===== config.mk =====
export PLATFORM = sky130hd
export DESIGN_NAME = mc_seq
export DESIGN_NICKNAME = d
export VERILOG_FILES = /design/src/rtl/mc_pkg.sv /design/src/rtl/mc_align_chk.sv /design/src/rtl/mc_seq.sv
export SDC_FILE = /design/constraint.sdc
export NUM_CORES = 1
export LEC_CHECK = 0
export ABC_AREA = 1
export CORE_AREA = 8 8 113 115
export CTS_CLUSTER_SIZE = 20
export DETAILED_ROUTE_END_ITERATION = 6
export DIE_AREA = 0 0 121 123
export DONT_BUFFER_PORTS = 1
export HOLD_SLACK_MARGIN = 0.03
export PLACE_DENSITY_LB_ADDON = 0.25
export SLEW_MARGIN = 0
export SYNTH_ARGS = -nofsm -noshare
export SYNTH_HDL_FRONTEND = slang
export SYNTH_SLANG_ARGS = --single-unit
export TNS_END_PERCENT = 50

===== constraint.sdc =====
create_clock -name clk -period 2.2 [get_ports clk]
set_input_delay 0.33 -clock clk [delete_from_list [all_inputs] [get_ports clk]]
set_output_delay 0.33 -clock clk [all_outputs]
set_load 0.01 [all_outputs]

===== src/rtl/mc_pkg.sv =====
// Shared types and constants for the multicycle sequencer.
package mc_pkg;

  typedef enum logic [2:0] {
    FETCH = 3'd0,
    EXEC  = 3'd1,
    MEM   = 3'd2,
    WB    = 3'd3,
    TRAP  = 3'd4
  } mc_state_t;

  typedef enum logic [1:0] {
    CAUSE_ILLEGAL   = 2'd0,
    CAUSE_FETCH_MIS = 2'd1,
    CAUSE_DATA_MIS  = 2'd2,
    CAUSE_TIMEOUT   = 2'd3
  } mc_cause_t;

  // Access size field, bits [1:0] of the mem mode encoding
  localparam logic [1:0] MODE_B = 2'd0;
  localparam logic [1:0] MODE_H = 2'd1;
  localparam logic [1:0] MODE_W = 2'd2;

  // Full 3-bit mode used for instruction fetch (unsigned word)
  localparam logic [2:0] MODE_FETCH = {1'b0, MODE_W};

  // addi x0, x0, 0
  localparam logic [31:0] NOP_INSN = 32'h0000_0013;

endpackage


===== src/rtl/mc_align_chk.sv =====
// Access alignment checker: flags an address whose low bits do not
// match the natural alignment of the access size.
module mc_align_chk
  import mc_pkg::*;
(
  input  logic [1:0] i_addr_lo,
  input  logic [1:0] i_size,
  output logic       o_misaligned
);

  // Bytes are always aligned; halves need bit 0 clear; word (and the
  // reserved size code) need both low bits clear.
  always_comb begin
    o_misaligned = 1'b0;
    case (i_size)
      MODE_B:  o_misaligned = 1'b0;
      MODE_H:  o_misaligned = i_addr_lo[0];
      default: o_misaligned = |i_addr_lo;
    endcase
  end

endmodule


===== src/rtl/mc_seq.sv =====
// Multicycle sequencer: owns PC, IR and MDR and walks each instruction
// through fetch, execute, memory and writeback over one shared memory
// port with a variable-latency req/ready handshake. Faults park the
// machine in a sticky trap state that only reset clears.
module mc_seq
  import mc_pkg::*;
#(
  parameter int unsigned          XLEN        = 32,
  parameter logic [XLEN-1:0]      RESET_PC    = '0,
  parameter int unsigned          MAX_WAIT    = 0,
  parameter bit                   ALIGN_CHECK = 1'b1
) (
  input  logic            clk,
  input  logic            rst,
  output logic            mem_req,
  output logic            mem_wen,
  output logic [2:0]      mem_mode,
  output logic [XLEN-1:0] mem_addr,
  output logic [XLEN-1:0] mem_wdata,
  input  logic [XLEN-1:0] mem_rdata,
  input  logic            mem_ready,
  output logic [31:0]     ir,
  output logic [XLEN-1:0] pc,
  output logic [XLEN-1:0] mdr,
  input  logic            dec_load,
  input  logic            dec_store,
  input  logic            dec_illegal,
  input  logic [2:0]      dec_mode,
  input  logic            dec_rd_wen,
  input  logic [XLEN-1:0] alu_res,
  input  logic [XLEN-1:0] store_data,
  input  logic [XLEN-1:0] next_pc,
  output logic            reg_wen,
  output logic            wb_sel,
  output logic            retire,
  output logic            trap,
  output logic [1:0]      trap_cause
);

  mc_state_t       r_state;
  logic [XLEN-1:0] r_pc;
  logic [31:0]     r_ir;
  logic [XLEN-1:0] r_mdr;
  logic [31:0]     r_wait;
  logic            r_idle;
  logic            r_trap;
  mc_cause_t       r_cause;

  logic w_fetch_mis_raw;
  logic w_data_mis_raw;
  logic w_fetch_mis;
  logic w_data_mis;
  logic w_timeout;

  mc_align_chk u_fetch_chk (
    .i_addr_lo    (r_pc[1:0]),
    .i_size       (MODE_W),
    .o_misaligned (w_fetch_mis_raw)
  );

  mc_align_chk u_data_chk (
    .i_addr_lo    (alu_res[1:0]),
    .i_size       (dec_mode[1:0]),
    .o_misaligned (w_data_mis_raw)
  );

  assign w_fetch_mis = ALIGN_CHECK && w_fetch_mis_raw;
  assign w_data_mis  = ALIGN_CHECK && w_data_mis_raw;

  // Fires on the last tolerated stalled cycle so req drops right after.
  assign w_timeout = (MAX_WAIT != 0) && mem_req && !mem_ready &&
                     (r_wait == 32'(MAX_WAIT - 1));

  assign pc         = r_pc;
  assign ir         = r_ir;
  assign mdr        = r_mdr;
  assign trap       = r_trap;
  assign trap_cause = r_cause;

  // Port strobes decoded from the current state; r_idle keeps req low for
  // the first cycle after reset so an abandoned transfer is not re-issued
  // back-to-back with the reset edge.
  always_comb begin
    mem_req   = 1'b0;
    mem_wen   = 1'b0;
    mem_mode  = MODE_FETCH;
    mem_addr  = r_pc;
    mem_wdata = store_data;
    reg_wen   = 1'b0;
    wb_sel    = 1'b0;
    retire    = 1'b0;
    case (r_state)
      FETCH: mem_req = !r_idle && !w_fetch_mis;
      MEM: begin
        mem_req  = 1'b1;
        mem_wen  = dec_store;
        mem_mode = dec_mode;
        mem_addr = alu_res;
      end
      WB: begin
        reg_wen = dec_rd_wen & ~dec_store;
        wb_sel  = dec_load;
        retire  = 1'b1;
      end
      default: ;
    endcase
  end

  // Sequencer state, architectural registers, wait counter and trap flag.
  always_ff @(posedge clk) begin
    if (rst) begin
      r_state <= FETCH;
      r_pc    <= RESET_PC;
      r_ir    <= NOP_INSN;
      r_mdr   <= '0;
      r_wait  <= '0;
      r_idle  <= 1'b1;
      r_trap  <= 1'b0;
      r_cause <= CAUSE_ILLEGAL;
    end else begin
      r_idle <= 1'b0;
      case (r_state)
        FETCH: begin
          if (!r_idle) begin
            if (w_fetch_mis) begin
              r_state <= TRAP;
              r_trap  <= 1'b1;
              r_cause <= CAUSE_FETCH_MIS;
            end else if (mem_ready) begin
              r_ir    <= mem_rdata[31:0];
              r_wait  <= '0;
              r_state <= EXEC;
            end else if (w_timeout) begin
              r_wait  <= '0;
              r_state <= TRAP;
              r_trap  <= 1'b1;
              r_cause <= CAUSE_TIMEOUT;
            end else begin
              r_wait <= r_wait + 32'd1;
            end
          end
        end
        EXEC: begin
          r_wait <= '0;
          if (dec_illegal) begin
            r_state <= TRAP;
            r_trap  <= 1'b1;
            r_cause <= CAUSE_ILLEGAL;
          end else if (dec_load || dec_store) begin
            if (w_data_mis) begin
              r_state <= TRAP;
              r_trap  <= 1'b1;
              r_cause <= CAUSE_DATA_MIS;
            end else begin
              r_state <= MEM;
            end
          end else begin
            r_state <= WB;
          end
        end
        MEM: begin
          if (mem_ready) begin
            if (dec_load) r_mdr <= mem_rdata;
            r_wait  <= '0;
            r_state <= WB;
          end else if (w_timeout) begin
            r_wait  <= '0;
            r_state <= TRAP;
            r_trap  <= 1'b1;
            r_cause <= CAUSE_TIMEOUT;
          end else begin
            r_wait <= r_wait + 32'd1;
          end
        end
        WB: begin
          r_pc    <= next_pc;
          r_state <= FETCH;
        end
        TRAP: ;
        default: r_state <= FETCH;
      endcase
    end
  end

endmodule

; Word level (Yosys, flattened, before mapping)
; Cells that the tools add are included.
[classes]
n_mux = 29
bitwise = 5
n_reduce_logical = 13
n_eq_ne = 11
[op_table]
columns = op, n
row1 = 32-bit 2-to-1 mux, 1
row2 = 3-bit 2-to-1 mux, 8
row3 = 3-bit case mux with 4 select lines, 1
row4 = 1-bit 2-to-1 mux, 10
row5 = 2-bit 2-to-1 mux, 5
row6 = 4-bit AND reduction, 2
row7 = 3-bit by 2-bit equality test with 1-bit output (second input constant), 2
row8 = 2-bit inequality test (second input constant), 3
row9 = 3-bit inequality test (second input constant), 2
row10 = 1-bit case mux with 2 select lines, 3
row11 = 5-bit AND reduction, 1
row12 = 1-bit NOT, 4
row13 = 2-bit case mux with 2 select lines, 1
row14 = 2-bit OR reduction, 2
row15 = 3-bit by 1-bit equality test with 1-bit output (second input constant), 1
row16 = 3-bit equality test (second input constant), 1
row17 = 3-bit zero test, 1
row18 = 3-bit by 2-bit inequality test with 1-bit output (second input constant), 1
row19 = 3-bit AND reduction, 1
row20 = 2-bit by 1-bit equality test with 1-bit output (second input constant), 1
row21 = 1-bit zero test, 2
row22 = 2-bit zero test, 1
row23 = 2-bit nonzero test, 1
row24 = 1-bit AND, 1
row25 = 2 further kinds, 2
[totals]
out_inout_bits = 171
ff_bits = 103

; Longest topological paths before layout
; Gate-level depths: netlist (run 1).
[depth]
word_depth = 6
depth_mapped = 8

; Hierarchy
; From an unflattened synthesis (run 1), not the netlist that was laid out.
[hier_totals]
hier_cells = 624
hier_area_um2 = 4379.2
[by_module_without_submodules]
columns = mod, n_inst, cells_per_inst, area_per_inst_um2, seq_area_each_um2
row1 = mc_seq, 1, 616, 4346.7, 2062.0
row2 = mc_align_chk, 2, 4, 16.3, 0.0

; Least setup slack after synthesis (run 1)
; OpenSTA, ideal clock, no wires.
[synth_timing]
path_kind = register to output
start = register r_state[2]
end = output port mem_addr[10]
arrival_ps = 1087
n_path_buf = 1
stages_incl_launch_ff = 7
required_ps = 1870
path_slack_ps = 783
path_cell_list = dfxtp_1 -> inv_2 -> nand3_2 -> inv_1 -> clkbuf_1 -> nand2_1 -> nand2_1
[synth_via]
elab_chain_len = 2
[synth_lines]
columns = item, line_no
row1 = from (decl), mc_seq.sv:40  ; mc_state_t r_state;
row2 = from (signal assigned), mc_seq.sv:112  ; r_state <= FETCH;
row3 = from (signal assigned), mc_seq.sv:126  ; r_state <= TRAP;
row4 = from (signal assigned), mc_seq.sv:132  ; r_state <= EXEC;
row5 = 3-bit by 2-bit equality test with 1-bit output, mc_seq.sv:92  ; case (r_state)
row6 = 32-bit 2-to-1 mux, mc_seq.sv:92
row7 = to (decl), mc_seq.sv:18  ; output logic [XLEN-1:0] mem_addr,
; Every way passes these cells.

; Worst setup path in the final report (run 1)
[layout_timing]
start = register r_state[0]
end = output port mem_addr[1]
; The elaborated chain is that of the path after synthesis.

==> results by group, run 1 <==
Clocking
  • Number of buffers created by CTS: 9
  • TritonCTS clock tree: yes
  • Worst-Skew Late Latency: 340 ps
  • Clock Tree Buf Depth: 2
  • CTS Sinks: 103
  • Clk slew on worst S/H paths: 70 ps
  • Post-CTS Repair Setup Buffers: 0
  • CTS Root Cell: clkbuf_16
  • CTS H-Tree Depth: 3
  • Cts hold-fix bufs: 1
  • Post-CTS resize count: 0

Timing
  • Slew Viols, Final: 0
  • Post-route setup TNS: 0 ps
  • Final hold viol count: 0
  • RSZ-0062 raised after global routing: no
  • Minimum clock period: 1968 ps
  • FMAX: 508.1 MHz
  • Worst slew margin: 0.6207
  • Period utilisation layout: 0.8945
  • Final hold slack: 47.76 ps
  • Worst Skew: 12.08 ps
  • Worst Max-Slew Pin Slew: 568.1 ps
  • Number of endpoints failing setup at the final stage: 0

Finish
  • Share of cells above drive strength 1: 0.06485
  • Post-route non-filler standard cell count: 731
  • Util after Layout: 0.4098
  • Area growth syn-to-layout: 4.463%
  • Register Area: 2062 um^2
  • Area of the multi-input gates: 1785 um^2
  • Final instance area: 4539 um^2
  • Final #Nets: 719
  • # fillers: 1188

Worst setup path
  • Number of cells on the critical path: 6
  • Reg2Reg Depth: 6
  • Crit path buffers/inverters: 3
  • CP Launch Point: r_state[0]
  • CP max stage cell: dfxtp_1
  • FF-to-FF Start: r_state[2]
  • Capture point of the critical path: mem_addr[1]
  • CP Data Required Time: 1870 ps
  • Crit. End Element: primary output
  • Worst-path fanout max: 40
  • CP peak stage delay: 390 ps
  • CP Class: flop to primary output
  • R2R Path End: mdr[5]
  • Flop2flop setup slack: 600 ps
  • CP Launch Type: flop
  • CP top delay family: buffers and inverters
  • Most frequent CP cell: buf_4
  • CP Data Arrival Time: 1640 ps
  • CP cell instances: inv_1, nand3_2, buf_4, nand2_1, o21ai_0, buf_4

Drt
  • Vias per cell: 5.027
  • TritonRoute pass-1 iters: 4
  • Vias: 3675
  • Final ANT Viol Nets: 0
  • Initial DRC count: 226
  • Routed WL: 13830 um
  • Wirelength per Cell: 18.91 um
  • DRC viols: 0

Pwr
  • Worst vdd ir: 0.0004789 V
  • Power Density: 910.6 nW/um^2
  • P_leak: 1.986 nW

Synthesis
  • Syn Inst Count: 622
  • Count leader, synth: nor2_1
  • Ys Warns: 0
  • Sequential cell area fraction in the yosys report: 0.4745
  • Cell taking the most area after synthesis: dfxtp_1
  • Syn avg cell area: 6.986 um^2
  • Async SR Flop Fraction: 0
  • Synth top area cells: dfxtp_1 47%, nor2_1 17%, nand2_1 10%
  • Cell variety after synth: 20
  • Post-Syn Area: 4345 um^2
  • Primary FF master, synth: dfxtp_1
  • Number of flops mapped to enable cells by yosys: 0
  • Seq cells post-synth: 103
  • Syn_nets: 760
  • Top cell type's share of synthesized area: 0.4745
  • Post-synth top cells: 192 x nor2_1, 118 x nand2_1, 103 x dfxtp_1, 76 x o21ai_0, 32 x buf_4

Global routing
  • Vias in the first global route: 3483
  • Global Route Usage Sum: 0.1709
  • GRT Residual Overflow: 0
  • Initial antenna violation count: 2
  • Pin count of the biggest net entering global routing: 58
  • Global-route wire length before repair: 19790 um

Placement
  • Area post-placement: 4219 um^2
  • Port bufs: 0
  • Routability cong.: 0.8159
  • Placed insts: 712
  • Post-DP HPWL: 10650 um

Die
  • I/O pins: 309
  • Die Span X: 121 um
  • Core area: 11080 um^2
  • Rows: 39
  • DIE HEIGHT: 123 um
  • Full die area: 14880 um^2
  • Initial Util: 0.3923

Run
  • Max_cap viols: 0

Min path
  • Worst Hold Class: primary input to flop

Status
  • Outcome: finished clean
worst reg2reg max path: stages, from the launching register on:
cell	delay, ps
dfxtp_1	340
inv_2	100
nand3_2	110
nor3_4	360
inv_2	350
nor2_1	190
nor2_1	60
worst min-delay path by stage:
stage	start	to	slack (ps)	cells past startpoint
after floorplan	rst	r_idle	360	0
after global placement	rst	r_idle	360	0
after detailed placement	rst	r_idle	360	0
after CTS	rst	trap	30	1
after global routing	rst	trap	30	1
final	rst	trap	50	1
cell families (layout without fill, tap and decap cells):
logic type             Yosys count  in the layout  share of synthesized area
AND/OR/NAND/NOR                325            325                     0.2911
AO/OA/AOI/OAI                  104            104                     0.1198
flip-flops                     103            103                     0.4745
buffers and inverters           90             54                     0.1146
other                            0              2                          0
layout make-up:
type                       count  share of cell area
timing repair buffer          15             0.02536
antenna                        2            0.001103
clock buffer                  11             0.05347
multi-input combinational    429              0.3933
inverter                      23             0.01929
tap                          143             0.03942
clock inverter                 5             0.01378
sequential                   103              0.4542
metal layers:
metal / track usage / part of all wire / wire, um
met4: 0.08041 / 0.016 / 226
met5: 0 / 0 / 0
met3: 0.09543 / 0.15 / 2072
met1: 0.1619 / 0.34 / 4736
met2: 0.2971 / 0.49 / 6790
report_power, final:
group          total (mW)  internal, mW  switching (mW)
clock network        1.61         0.922           0.691
logic               0.412         0.131           0.281
registers            2.11          1.97           0.137
total                4.13          3.02            1.11
per-stage QoR:
| step | total power, mW | worst slack, ps |
|---|---|---|
| after floorplan | 2.524 | 782.7 |
| after global placement | 2.560 | 588.0 |
| after detailed placement | 2.574 | 528.0 |
| after CTS | 4.206 | 213.2 |
| after global routing | 4.351 | 108.1 |
| final | 4.134 | 232.1 |
layout by cell type (no fill, tap or decap):
master / n
a21oi_1: 7
buf_4: 14
bufinv_16: 1
clkbuf_1: 1
clkbuf_16: 9
clkbuf_8: 1
clkinv_2: 1
clkinvlp_4: 2
dfxtp_1: 103
diode_2: 2
dlygate4sd3_1: 1
inv_1: 19
inv_2: 3
inv_6: 2
nand2_1: 118
nand3_1: 8
nand3_2: 2
nand4_1: 2
nor2_1: 192
nor2_2: 2
nor3_4: 1
o21ai_0: 76
o21ai_1: 21
flip-flops by register name, summed over array words and instances, names as in the netlist:
register,count
ir,32
mdr,32
pc,32
r_idle,1
r_state,3
trap,1
trap_cause,2
No activity file was read; power rests on OpenSTA's default activity.
==> run 2: changes to the inputs <==
--- a/config.mk
+++ b/config.mk
@@ -6,10 +6,10 @@
 export NUM_CORES = 1
 export LEC_CHECK = 0
 export ABC_AREA = 1
-export CORE_AREA = 8 8 113 115
+export CORE_MARGIN = 8
+export CORE_UTILIZATION = 35
 export CTS_CLUSTER_SIZE = 20
 export DETAILED_ROUTE_END_ITERATION = 6
-export DIE_AREA = 0 0 121 123
 export DONT_BUFFER_PORTS = 1
 export HOLD_SLACK_MARGIN = 0.03
 export PLACE_DENSITY_LB_ADDON = 0.25
==> run 2 against run 1 <==
Cell count is 3.6% higher. Critical path depth is 1 higher. Fmax is 2.0% lower. Clock skew is 5.3 ps lower. Sequential share of layout area is 0.17 points lower. Worst setup slack worse by 41 ps. Via count is 0.44% higher. Utilization is 3.2 points lower. Global-route usage is 0.16 points lower. Critical path type unchanged. Largest cell class unchanged. Highest routed layer unchanged.
==> results by group, run 2 (synthesized netlist as in run 1, its figures left out) <==
Global routing
  • Global-route wire length before repair: 21400 um
  • Global Route Usage Sum: 0.1692
  • Pin count of the biggest net entering global routing: 49
  • Initial antenna violation count: 2
  • Vias in the first global route: 3631
  • GRT Residual Overflow: 0

Timing
  • Worst slew margin: 0.6274
  • Period utilisation layout: 0.9131
  • Final hold slack: 57.46 ps
  • Final hold viol count: 0
  • Post-route setup TNS: 0 ps
  • Min setup slack post-route: 191.2 ps
  • RSZ-0062 raised after global routing: no
  • FMAX: 497.8 MHz
  • Worst Max-Slew Pin Slew: 557.3 ps
  • Number of endpoints failing setup at the final stage: 0
  • Worst Skew: 6.799 ps
  • Slew Viols, Final: 0
  • Minimum clock period: 2009 ps

Placement
  • Area post-placement: 4258 um^2
  • Port bufs: 0
  • Dpl ws: 511.7 ps
  • Placed insts: 738
  • Routability cong.: 0.9178
  • Post-DP HPWL: 11340 um

Finish
  • Final #Nets: 720
  • Area growth syn-to-layout: 4.866%
  • Post-route non-filler standard cell count: 757
  • Register Area: 2062 um^2
  • Util after Layout: 0.3778
  • # fillers: 1322
  • Most common cell after layout, fill and taps aside: nor2_1
  • Final instance area: 4557 um^2
  • Commonest cells after routing, fill and taps aside: 192 x nor2_1, 118 x nand2_1, 103 x dfxtp_1, 76 x o21ai_0, 21 x o21ai_1
  • Area of the multi-input gates: 1785 um^2
  • Share of cells above drive strength 1: 0.06644

Worst setup path
  • CP Launch Type: flop
  • CP Class: flop to primary output
  • FF-to-FF Start: r_state[2]
  • Reg2Reg Depth: 6
  • CP Data Arrival Time: 1680 ps
  • R2R Path End: mdr[1]
  • Flop2flop setup slack: 540 ps
  • CP Launch Point: r_state[2]
  • Capture point of the critical path: mem_addr[14]
  • CP Data Required Time: 1870 ps
  • Crit. End Element: primary output
  • Worst-path fanout max: 31

Clocking
  • Clock Tree Buf Depth: 2
  • CTS H-Tree Depth: 3
  • TritonCTS clock tree: yes
  • CTS Root Cell: clkbuf_16
  • Worst-Skew Late Latency: 330 ps
  • Clk slew on worst S/H paths: 70 ps
  • Post-CTS resize count: 0
  • Number of buffers created by CTS: 9
  • CTS Sinks: 103

Pwr
  • Worst vdd ir: 0.0003544 V
  • Power Density: 888.9 nW/um^2
  • Total power: 4.051 mW
  • P_leak: 1.991 nW

Drt
  • Vias per cell: 4.876
  • Vias: 3691
  • Wirelength per Cell: 19.27 um
  • Final ANT Viol Nets: 0
  • Initial DRC count: 158
  • Routed WL: 14590 um
  • TritonRoute pass-1 iters: 4
  • DRC viols: 0

Die
  • Core area: 12060 um^2
  • Rows: 40
  • Full die area: 16240 um^2
  • DIE HEIGHT: 127.4 um
  • Die Span X: 127.4 um
  • Initial Util: 0.3603
  • I/O pins: 309

Status
  • Outcome: finished clean

Min path
  • Worst Hold Class: primary input to flop

Run
  • Max_cap viols: 0
run 2: cell types whose count changed in the layout (fill, tap and decap cells not counted):
cell	previous run	this run
bufinv_16	1	0
clkinv_2	1	3
clkbuf_8	1	2
buf_4	14	15
clkinvlp_4	2	0
run 2: timing repair:
| item | in CTS | in global routing |
|---|---|---|
| endpoints found under the setup margin | 0 | 0 |
| setup buffers | 0 | 0 |
| hold buffers | 1 | 0 |
| endpoints found under the hold margin | 1 | 0 |
run 2: how the worst min path moves through the flow:
stage	from	end	slack (ps)	cells past startpoint
after floorplan	rst	r_idle	360	0
after global placement	rst	r_idle	360	0
after detailed placement	rst	r_idle	360	0
after CTS	rst	trap	40	1
after global routing	rst	r_state[2]	40	1
final	rst	trap	60	1
run 2: power breakdown:
part           switching [mW]  internal (mW)
sequential              0.135           1.97
combinational           0.284          0.135
clock                   0.691          0.835
run 2: critical path, cell delays in order, from the launching register on:
cell,delay [ps]
dfxtp_1,340
inv_2,100
nand3_2,120
buf_4,210
inv_1,70
buf_4,290
nand2_1,90
nand2_1,130
run 2: routing by layer:
layer	track usage	up-vias	part of all wire
li1	-	1835	-
met1	0.1560	1637	0.34
met2	0.2965	206	0.49
met3	0.1086	13	0.16
met4	0.06018	0	0.019
met5	0	-	0
run 2: layout make-up:
class / instances / area share
well taps: 168 / 0.04613
flip-flops and latches: 103 / 0.4525
multi-input cells: 429 / 0.3918
inverters: 23 / 0.01922
clock buffers: 12 / 0.05629
diodes: 2 / 0.001098
clock inverters: 4 / 0.006041
repair buffers: 16 / 0.02691
